==> src/rtl/dmw_addr_translate.sv <==
// -----------------------------------------------------------------------------
// dmw_addr_translate
//
// Translates a 32-bit virtual address to a physical address using the
// direct-mapped windows DMW0/DMW1 and the CRMD mode bits. The block sits
// between address generation and the cache tag stage. It is a two-stage
// valid/ready pipeline:
//   S1 - captures the translation result computed in the accept cycle. CSRs
//        are sampled only then, so later CSR writes never disturb in-flight
//        entries.
//   S2 - holds the registered response presented on resp_*.
// An accept in cycle N gives resp_valid in cycle N+2 when nothing stalls.
//
// Outcomes:
//   direct (CRMD.DA, or illegal DA=0/PG=0)  paddr=vaddr, mat=datm
//   window hit (DMW0 has priority)          paddr={PSEG,vaddr[28:0]}, mat=MAT
//   miss (paged, no window)                 paddr=vaddr, mat=0, miss=1
//
// Optional feature (macro DMW_ADEM_EN): a user-mode (PLV3) access to the
// upper half of the address space that hits no window reports resp_adem=1
// instead of resp_miss. When the macro is undefined, resp_adem is tied to 0.
//
// Ports:
//   clk, rst               clock, synchronous active-high reset
//   flush                  kills S1 and S2; blocks acceptance this cycle
//   dmw0, dmw1             DMW CSR values
//   crmd_plv/da/pg/datm    current mode fields
//   req_valid/ready/vaddr  request handshake and virtual address
//   resp_valid/ready       response handshake
//   resp_paddr/mat/hit     translation result
//   resp_miss, resp_adem   TLB-required / address-error flags
//   hit_cnt                saturating count of consumed window hits
// -----------------------------------------------------------------------------
module dmw_addr_translate #(
    parameter int HIT_CNT_W = 32
) (
    input  logic                 clk,
    input  logic                 rst,
    input  logic                 flush,
    input  logic [31:0]          dmw0,
    input  logic [31:0]          dmw1,
    input  logic [1:0]           crmd_plv,
    input  logic                 crmd_da,
    input  logic                 crmd_pg,
    input  logic [1:0]           crmd_datm,
    input  logic                 req_valid,
    output logic                 req_ready,
    input  logic [31:0]          req_vaddr,
    output logic                 resp_valid,
    input  logic                 resp_ready,
    output logic [31:0]          resp_paddr,
    output logic [1:0]           resp_mat,
    output logic [1:0]           resp_hit,
    output logic                 resp_miss,
    output logic                 resp_adem,
    output logic [HIT_CNT_W-1:0] hit_cnt
);

    localparam logic [1:0] PLV_KERNEL = 2'd0;
    localparam logic [1:0] PLV_USER   = 2'd3;
    localparam logic [HIT_CNT_W-1:0] CNT_MAX = {HIT_CNT_W{1'b1}};
    localparam logic [HIT_CNT_W-1:0] CNT_ONE = {{(HIT_CNT_W-1){1'b0}}, 1'b1};

    // Window match: VSEG compare plus the privilege-enable bit for the current
    // level. PLV1/PLV2 have no enable bit and therefore never match.
    function automatic logic win_match(input logic [31:0] dmw,
                                       input logic [31:0] vaddr,
                                       input logic [1:0]  plv);
        logic plv_ok;
        plv_ok = ((plv == PLV_KERNEL) && dmw[0]) || ((plv == PLV_USER) && dmw[3]);
        return (vaddr[31:29] == dmw[31:29]) && plv_ok;
    endfunction

    // Translation result for the address currently offered
    logic        win0_s;
    logic        win1_s;
    logic [31:0] xl_paddr_s;
    logic [1:0]  xl_mat_s;
    logic [1:0]  xl_hit_s;
    logic        xl_miss_s;

    // Handshake
    logic s2_adv_s;
    logic s1_adv_s;
    logic s1_load_s;
    logic accept_s;

    // Pipeline registers
    logic        s1_valid_r;
    logic [31:0] s1_paddr_r;
    logic [1:0]  s1_mat_r;
    logic [1:0]  s1_hit_r;
    logic        s1_miss_r;
    logic        s2_valid_r;
    logic [31:0] s2_paddr_r;
    logic [1:0]  s2_mat_r;
    logic [1:0]  s2_hit_r;
    logic        s2_miss_r;
    logic [HIT_CNT_W-1:0] hit_cnt_r;

`ifdef DMW_ADEM_EN
    logic xl_adem_s;
    logic s1_adem_r;
    logic s2_adem_r;
`endif

    // Only VSEG, PSEG, MAT and the PLV enables are meaningful in the DMW CSRs
    logic unused_dmw_bits_s;
    assign unused_dmw_bits_s = ^{dmw0[28], dmw0[24:6], dmw0[2:1],
                                 dmw1[28], dmw1[24:6], dmw1[2:1]};

    assign win0_s = win_match(dmw0, req_vaddr, crmd_plv);
    assign win1_s = win_match(dmw1, req_vaddr, crmd_plv);

    // Translation of the offered address; DA=0/PG=0 falls back to direct mode
    always_comb begin
        xl_paddr_s = req_vaddr;
        xl_mat_s   = 2'b00;
        xl_hit_s   = 2'b00;
        xl_miss_s  = 1'b0;
`ifdef DMW_ADEM_EN
        xl_adem_s  = 1'b0;
`endif
        if (crmd_da || !crmd_pg) begin
            xl_mat_s = crmd_datm;
        end else if (win0_s) begin
            xl_paddr_s = {dmw0[27:25], req_vaddr[28:0]};
            xl_mat_s   = dmw0[5:4];
            xl_hit_s   = 2'b01;
        end else if (win1_s) begin
            xl_paddr_s = {dmw1[27:25], req_vaddr[28:0]};
            xl_mat_s   = dmw1[5:4];
            xl_hit_s   = 2'b10;
        end else begin
`ifdef DMW_ADEM_EN
            // User access to the kernel half with no window is an address error
            if ((crmd_plv == PLV_USER) && req_vaddr[31]) begin
                xl_adem_s = 1'b1;
                xl_miss_s = 1'b0;
            end else begin
                xl_adem_s = 1'b0;
                xl_miss_s = 1'b1;
            end
`else
            xl_miss_s = 1'b1;
`endif
        end
    end

    // Backpressure chain: S1 can move when S2 can move; S1 may also load while
    // empty even if S2 is stalled. Nothing is accepted in a flush cycle.
    always_comb begin
        s2_adv_s  = !s2_valid_r || resp_ready;
        s1_adv_s  = s2_adv_s;
        s1_load_s = !s1_valid_r || s1_adv_s;
        req_ready = s1_load_s && !flush;
        accept_s  = req_valid && req_ready;
    end

    // Pipeline stages and hit counter
    always_ff @(posedge clk) begin
        if (rst) begin
            s1_valid_r <= 1'b0;
            s1_paddr_r <= 32'h0000_0000;
            s1_mat_r   <= 2'b00;
            s1_hit_r   <= 2'b00;
            s1_miss_r  <= 1'b0;
            s2_valid_r <= 1'b0;
            s2_paddr_r <= 32'h0000_0000;
            s2_mat_r   <= 2'b00;
            s2_hit_r   <= 2'b00;
            s2_miss_r  <= 1'b0;
            hit_cnt_r  <= {HIT_CNT_W{1'b0}};
`ifdef DMW_ADEM_EN
            s1_adem_r  <= 1'b0;
            s2_adem_r  <= 1'b0;
`endif
        end else if (flush) begin
            // Payload is left as-is; only the valids are killed
            s1_valid_r <= 1'b0;
            s2_valid_r <= 1'b0;
        end else begin
            if (s1_load_s) begin
                s1_valid_r <= accept_s;
                if (accept_s) begin
                    s1_paddr_r <= xl_paddr_s;
                    s1_mat_r   <= xl_mat_s;
                    s1_hit_r   <= xl_hit_s;
                    s1_miss_r  <= xl_miss_s;
`ifdef DMW_ADEM_EN
                    s1_adem_r  <= xl_adem_s;
`endif
                end
            end
            if (s2_adv_s) begin
                s2_valid_r <= s1_valid_r;
                if (s1_valid_r) begin
                    s2_paddr_r <= s1_paddr_r;
                    s2_mat_r   <= s1_mat_r;
                    s2_hit_r   <= s1_hit_r;
                    s2_miss_r  <= s1_miss_r;
`ifdef DMW_ADEM_EN
                    s2_adem_r  <= s1_adem_r;
`endif
                end
            end
            // Count window hits as they are consumed; hold at all-ones
            if (s2_valid_r && resp_ready && (s2_hit_r != 2'b00) && (hit_cnt_r != CNT_MAX)) begin
                hit_cnt_r <= hit_cnt_r + CNT_ONE;
            end
        end
    end

    assign resp_valid = s2_valid_r;
    assign resp_paddr = s2_paddr_r;
    assign resp_mat   = s2_mat_r;
    assign resp_hit   = s2_hit_r;
    assign resp_miss  = s2_miss_r;
    assign hit_cnt    = hit_cnt_r;
`ifdef DMW_ADEM_EN
    assign resp_adem  = s2_adem_r;
`else
    assign resp_adem  = 1'b0;
`endif

endmodule

==> config.mk <==
export PLATFORM = sky130hd
export DESIGN_NAME = dmw_addr_translate
export DESIGN_NICKNAME = d
export VERILOG_FILES = /design/src/rtl/dmw_addr_translate.sv
export SDC_FILE = /design/constraint.sdc
export NUM_CORES = 1
export LEC_CHECK = 0
export ABC_AREA = 1
export CAP_MARGIN = 30
export CORE_MARGIN = 3
export CORE_UTILIZATION = 30
export CTS_CLUSTER_SIZE = 40
export DETAILED_ROUTE_END_ITERATION = 10
export DONT_BUFFER_PORTS = 1
export GPL_ROUTABILITY_DRIVEN = 0
export MAX_ROUTING_LAYER = met4
export PLACE_DENSITY = 0.45
export RECOVER_POWER = 25
export SYNTH_ARGS = -nofsm -noshare
export SYNTH_HDL_FRONTEND = slang
export SYNTH_SLANG_ARGS = --single-unit
==> constraint.sdc <==
create_clock -name clk -period 3.95 [get_ports clk]
set_clock_uncertainty 0.2 [all_clocks]
set_input_delay 1.185 -clock clk [delete_from_list [all_inputs] [get_ports clk]]
set_output_delay 1.185 -clock clk [all_outputs]
set_load 0.05 [all_outputs]
==> impl_metrics.csv, run 1 <==
group,metric,value,unit
routing,wirelength,13.5,mm
routing,first_pass_iters,4,
routing,drt_iter0_markers,194,
place,io_buffers,0,
setup_path,crit_start,"rst",
power_and_ir_drop,ir_drop,0.210,mV
synthesis,synth_area_leaders,"dfxtp_1, nand2_1, nor2_1, a21oi_1, o21ai_0",
setup_path,rr_endpoint,"hit_cnt[0]",
routing,drc,0,
clock_tree,post-cts-setup-buffers,0,
floorplan,die_y,135,µm
grt,grt_pass1_wl,21.7,mm
routing,vias,4431,
clock_tree,root_buffer,"clkbuf_16",
synthesis,synth_area,5010,µm²
clock_tree,clk_path_buf_depth,2,
setup_path,crit_type,"in -> reg",
sta,fmax,318,MHz
final_layout,num-fill-cells,1764,
sta,setup_viol,0,
setup_path,cp_max_fo,47,
floorplan,rows,46,
clock_tree,path_clk_slew,0.09,ns
grt,track_usage,15.3,%
clock_tree,hold_buffers,0,
floorplan,dieArea,18300,µm²
synthesis,syn-mean-instance-area,6.80,µm²
run_status,violations,"max-capacitance violations, max-slew violations",
min_path,hold_path_class,"reg -> reg",
clock_tree,ctsResizeCount,0,
final_layout,final_cell_mix,"nand2_1, dfxtp_1, nor2_1, a21oi_1, inv_1",
floorplan,start_util,31.1,%
synthesis,syn_nets,845,
setup_path,reg2reg_depth,11,
grt,grt_overflow,0,
sta,whs,0.257,ns
grt,first_global_vias,4242,
clock_tree,insertion_delay,0.36,ns
place,dp_hpwl,9.56,mm
clock_tree,cts-buffers-inserted,9,
synthesis,synth-seq-cells,108,
setup_path,worst-r2r-setup-slack,1.15,ns
setup_path,cp.required,4.04,ns
routing,vias_per_cell,4.67,
power_and_ir_drop,p_per_area,401,nW/µm²
power_and_ir_drop,power_leakage,2.28,nW
clock_tree,cts_sinks,108,
setup_path,arrival,3.24,ns
setup_path,reg2reg_from,"hit_cnt[9]",
clock_tree,htreeDepth,3,
final_layout,area_growth,9.69,%
synthesis,synthDistinctLibCells,30,
setup_path,critPathCaptureType,"flip-flop",
final_layout,final_net_count,836,
run_status,run_status,"finished with violations",
sta,slew_headroom,-11.2,%
sta,period_needed,3.15,ns
setup_path,critPathLaunchType,"input pin",
setup_path,cp-endpoint,"s1_paddr_r[3]",
synthesis,yosys.area.top_type,"dfxtp_1",
sta,timing.final.crit_share,79.7,%
routing,wl_per_cell,14.3,µm
final_layout,n_antenna_cell,0,
clock_tree,cts_tree,"yes",
grt,antenna_found_initial,0,
final_layout,final_common_cell,"nand2_1",
routing,postRouteAntennaNets,0,
synthesis,yosys_warnings,0,
floorplan,core-area,16100,µm²
final_layout,final-instance-count-excl-fill,949,
synthesis,ys_seq_area_share,43.1,%
grt,grt_max_degree,52,
final_layout,design_area,5500,µm²
place,placed_cells,933,
final_layout,drive_gt1_share,4.09,%
flow_run,maxCapViolCount,1,
synthesis,netlist_instances,737,
sta,fin_tns_setup,0,ns
sta,finalHoldViolCount,0,
floorplan,die_w,135,µm
synthesis,synth_top_area_share,43.1,%
place,placed_area,5220,µm²
sta,rsz0062_at_grt,"false",
sta,slew_violations,48,
sta,worstMarginPinSlew,1.67,ns
floorplan,io_pins,179,
final_layout,utilization,34.1,%
[worst max-delay path, stage by stage]
cell and delay (ns):
clkinv_1 0.28, clkbuf_1 1.26, o21ai_0 0.30, a21oi_1 0.20
[kinds of logic (layout without fill, tap and decap cells)]
group,Yosys count,after routing,synth area share (%)
AOI/OAI and AO/OA,134,134,13.4
xor gates and xnor gates,19,19,3.32
adders and majority gates,1,1,0.250
buffers and inverters,98,94,8.04
DFF,108,108,43.1
other,1,1,0.0748
and+or+nand+nor,376,376,31.7
[area by class of cell]
| class | instances | area [µm²] | area share, % |
|---|---|---|---|
| inverter | 67 | 251 | 4.58 |
| clock inverter | 7 | 88.8 | 1.62 |
| clock buffer | 9 | 225 | 4.10 |
| tap | 216 | 270 | 4.92 |
| timing repair buffer | 11 | 52.6 | 0.956 |
| sequential | 108 | 2160 | 39.3 |
| multi-input combinational | 531 | 2450 | 44.5 |
[per-layer routing]
metal / vias to the layer above / part of all wire, % / GRT usage [%]
met5: - / 0 / -
met4: 0 / 1.2 / 4.03
met3: 12 / 7.1 / 5.20
met2: 111 / 49 / 25.2
met1: 1995 / 43 / 17.9
li1: 2313 / - / -
[how the worst min path moves through the flow]
stage | from | end | slack, ns | depth (start not counted)
3_5_place_dp | s1_paddr_r[6] | resp_paddr[6] | 0.25 | 2
6_report | s1_paddr_r[9] | s1_paddr_r[9] | 0.26 | 2
4_1_cts | s1_paddr_r[9] | s1_paddr_r[9] | 0.26 | 2
2_1_floorplan | s1_paddr_r[0] | resp_paddr[0] | 0.23 | 2
3_3_place_gp | s1_paddr_r[9] | resp_paddr[9] | 0.24 | 2
5_1_grt | s1_paddr_r[27] | s1_paddr_r[27] | 0.27 | 2
[where the power goes]
part	leakage, nW	switching, mW	total (mW)	internal [mW]
Combinational	1.25	0.0696	0.102	0.0325
Sequential	0.877	0.0432	1.16	1.12
Clock	0.152	0.483	0.941	0.458
Total	2.28	0.596	2.20	1.61
[per-stage QoR]
step	power [mW]	setup WS [ns]
finish	2.20	0.801
global route	2.31	0.468
CTS	2.25	0.768
detailed placement	1.29	0.766
global placement	1.29	0.797
floorplan	1.27	0.893
[cells in the mapped netlist]
| library cell | instances |
|---|---|
| buf_6 | 4 |
| nor2_8 | 1 |
| a21oi_1 | 75 |
| conb_1 | 1 |
| o21ai_0 | 58 |
| nor2_1 | 105 |
| nand2_1 | 207 |
| buf_2 | 1 |
| inv_1 | 65 |
| xnor2_1 | 7 |
| inv_2 | 1 |
| clkinv_1 | 1 |
| nor2_4 | 2 |
| nand4_1 | 12 |
| buf_1 | 1 |
| o21bai_1 | 1 |
| nor2_2 | 1 |
| buf_4 | 1 |
| nand4_4 | 1 |
| nor3b_1 | 1 |
| dfxtp_1 | 108 |
| nor3_1 | 4 |
| ha_1 | 1 |
| nand3_1 | 29 |
| clkbuf_1 | 24 |
| xor2_1 | 12 |
| nand3b_1 | 8 |
| nand2_4 | 2 |
| nand2_2 | 1 |
| or2_2 | 2 |
[registers in the layout, summed over array words and instances (netlist names)]
signal / count
hit_cnt: 32
resp_hit: 2
resp_mat: 2
resp_miss: 1
resp_paddr: 32
resp_valid: 1
s1_hit_r: 2
s1_mat_r: 2
s1_miss_r: 1
s1_paddr_r: 32
s1_valid_r: 1
(Power assumes the default switching activity.)
==> run 2, diff against run 1 <==
- clock period: 3.95 -> 3.1 ns (I/O delays scaled with it)
==> impl_metrics.csv, run 2 (synthesis results as in run 1) <==
group,metric,value,unit
final_layout,design_area,5730,µm²
clock_tree,root_buffer,"clkbuf_16",
final_layout,utilization,35.6,%
min_path,hold_path_class,"reg -> reg",
setup_path,worst_path_largest_cell_delay,0.60,ns
power_and_ir_drop,p_per_area,486,nW/µm²
final_layout,drive_gt1_share,8.65,%
clock_tree,clk_path_buf_depth,2,
power_and_ir_drop,power_leakage,2.46,nW
setup_path,reg2reg_from,"hit_cnt[12]",
place,io_buffers,0,
routing,drc,0,
setup_path,arrival,2.79,ns
setup_path,rr_endpoint,"hit_cnt[0]",
place,dp_hpwl,9.73,mm
routing,wl_per_cell,14.1,µm
routing,postRouteAntennaNets,0,
floorplan,core-area,16100,µm²
final_layout,final_common_cell,"nand2_1",
sta,timing.final.crit_share,86.9,%
sta,slew_violations,0,
setup_path,crit_chain,"clkbuf_1, nand2_1, nor2_1, nand2_2, nor2_8, nand4_4, nand2_4, inv_2, nand2_1, nand2_1, nor2_1",
setup_path,worst-r2r-setup-slack,0.41,ns
setup_path,reg2reg_depth,11,
grt,grt_pass1_wl,22.1,mm
setup_path,cp.depth,11,
sta,slew_headroom,32.1,%
routing,first_pass_iters,4,
setup_path,cp-endpoint,"hit_cnt[0]",
routing,vias_per_cell,4.68,
floorplan,die_w,135,µm
sta,whs,0.254,ns
setup_path,cp.required,3.20,ns
floorplan,io_pins,179,
setup_path,crit_family,"simple AND/OR/NAND/NOR gates",
final_layout,multi_input_area,2450,µm²
clock_tree,cts-buffers-inserted,9,
clock_tree,ctsResizeCount,0,
clock_tree,post-cts-setup-buffers,0,
final_layout,final_net_count,866,
routing,wirelength,13.8,mm
run_status,run_status,"complete, no violations",
grt,track_usage,15.5,%
clock_tree,cts_tree,"yes",
setup_path,critPathBufInv,2,
sta,period_needed,2.69,ns
setup_path,cp_slowest_cell,"clkbuf_1",
floorplan,dieArea,18300,µm²
final_layout,seqCellArea,2160,µm²
setup_path,cp_max_fo,26,
sta,finalHoldViolCount,0,
floorplan,die_y,135,µm
sta,rsz0062_at_grt,"false",
power_and_ir_drop,ir_drop,0.376,mV
final_layout,n_antenna_cell,0,
setup_path,cpMostUsedCell,"nand2_1",
floorplan,rows,46,
routing,vias,4581,
grt,grt_overflow,0,
final_layout,final_cell_mix,"nand2_1, dfxtp_1, nor2_1, a21oi_1, inv_1",
place,placed_area,5460,µm²
clock_tree,cts_sinks,108,
clock_tree,insertion_delay,0.35,ns
clock_tree,path_clk_slew,0.08,ns
grt,first_global_vias,4352,
clock_tree,hold_buffers,0,
final_layout,num-fill-cells,1752,
floorplan,start_util,31.1,%
clock_tree,htreeDepth,3,
grt,antenna_found_initial,0,
sta,fin_tns_setup,0,ns
flow_run,maxCapViolCount,0,
setup_path,critPathLaunchType,"flip-flop",
setup_path,crit_start,"hit_cnt[12]",
sta,setup_viol,0,
final_layout,area_growth,14.4,%
sta,worstMarginPinSlew,1.02,ns
setup_path,critPathCaptureType,"flip-flop",
grt,grt_max_degree,57,
routing,drt_iter0_markers,215,
sta,fmax,371,MHz
setup_path,crit_type,"reg -> reg",
==> run 2: worst min-delay path: stages (launching register included) <==
cell	delay [ns]
dfxtp_1	0.30
inv_1	0.06
a21oi_1	0.05
==> run 2: area by class of cell <==
cell class,instances,share of cell area [%]
clock inverters,7,1.42
multi-input cells,531,42.8
inverters,67,4.39
clock buffers,9,3.93
well taps,216,4.71
repair buffers,41,5.09
flip-flops and latches,108,37.7
==> run 2: per-layer routing <==
metal | routed length (µm) | global-route usage (%) | vias up
met3 | 945 | 4.94 | 16
met5 | 0 | - | -
met1 | 5970 | 18.2 | 2073
met2 | 6680 | 25.5 | 119
li1 | - | - | 2373
met4 | 233 | 4.98 | 0
==> run 2: worst min path at each step <==
stage              startpoint        endpoint  slack, ns  cells after the start
4_1_cts         s1_paddr_r[0]   s1_paddr_r[0]       0.26                      2
3_5_place_dp    s1_paddr_r[0]   s1_paddr_r[0]       0.24                      2
2_1_floorplan   s1_paddr_r[0]   resp_paddr[0]       0.23                      2
3_3_place_gp    s1_paddr_r[9]   resp_paddr[9]       0.24                      2
6_report        s1_paddr_r[4]   s1_paddr_r[4]       0.25                      2
5_1_grt        s1_paddr_r[24]  s1_paddr_r[24]       0.27                      2
==> run 2: power breakdown <==
group / leakage (nW) / switching [mW] / internal, mW
clock network: 0.150 / 0.599 / 0.577
registers: 0.877 / 0.0518 / 1.42
logic: 1.44 / 0.0927 / 0.0429
total: 2.46 / 0.743 / 2.04
==> run 2: per-stage QoR <==
stage / power [mW] / instances / worst slack [ns]
2_1_floorplan: 1.62 / 737 / 0.553
3_3_place_gp: 1.64 / 963 / 0.448
3_5_place_dp: 1.65 / 963 / 0.410
4_1_cts: 2.84 / 979 / 0.400
5_1_grt: 2.91 / 979 / 0.178
6_report: 2.79 / 979 / 0.407
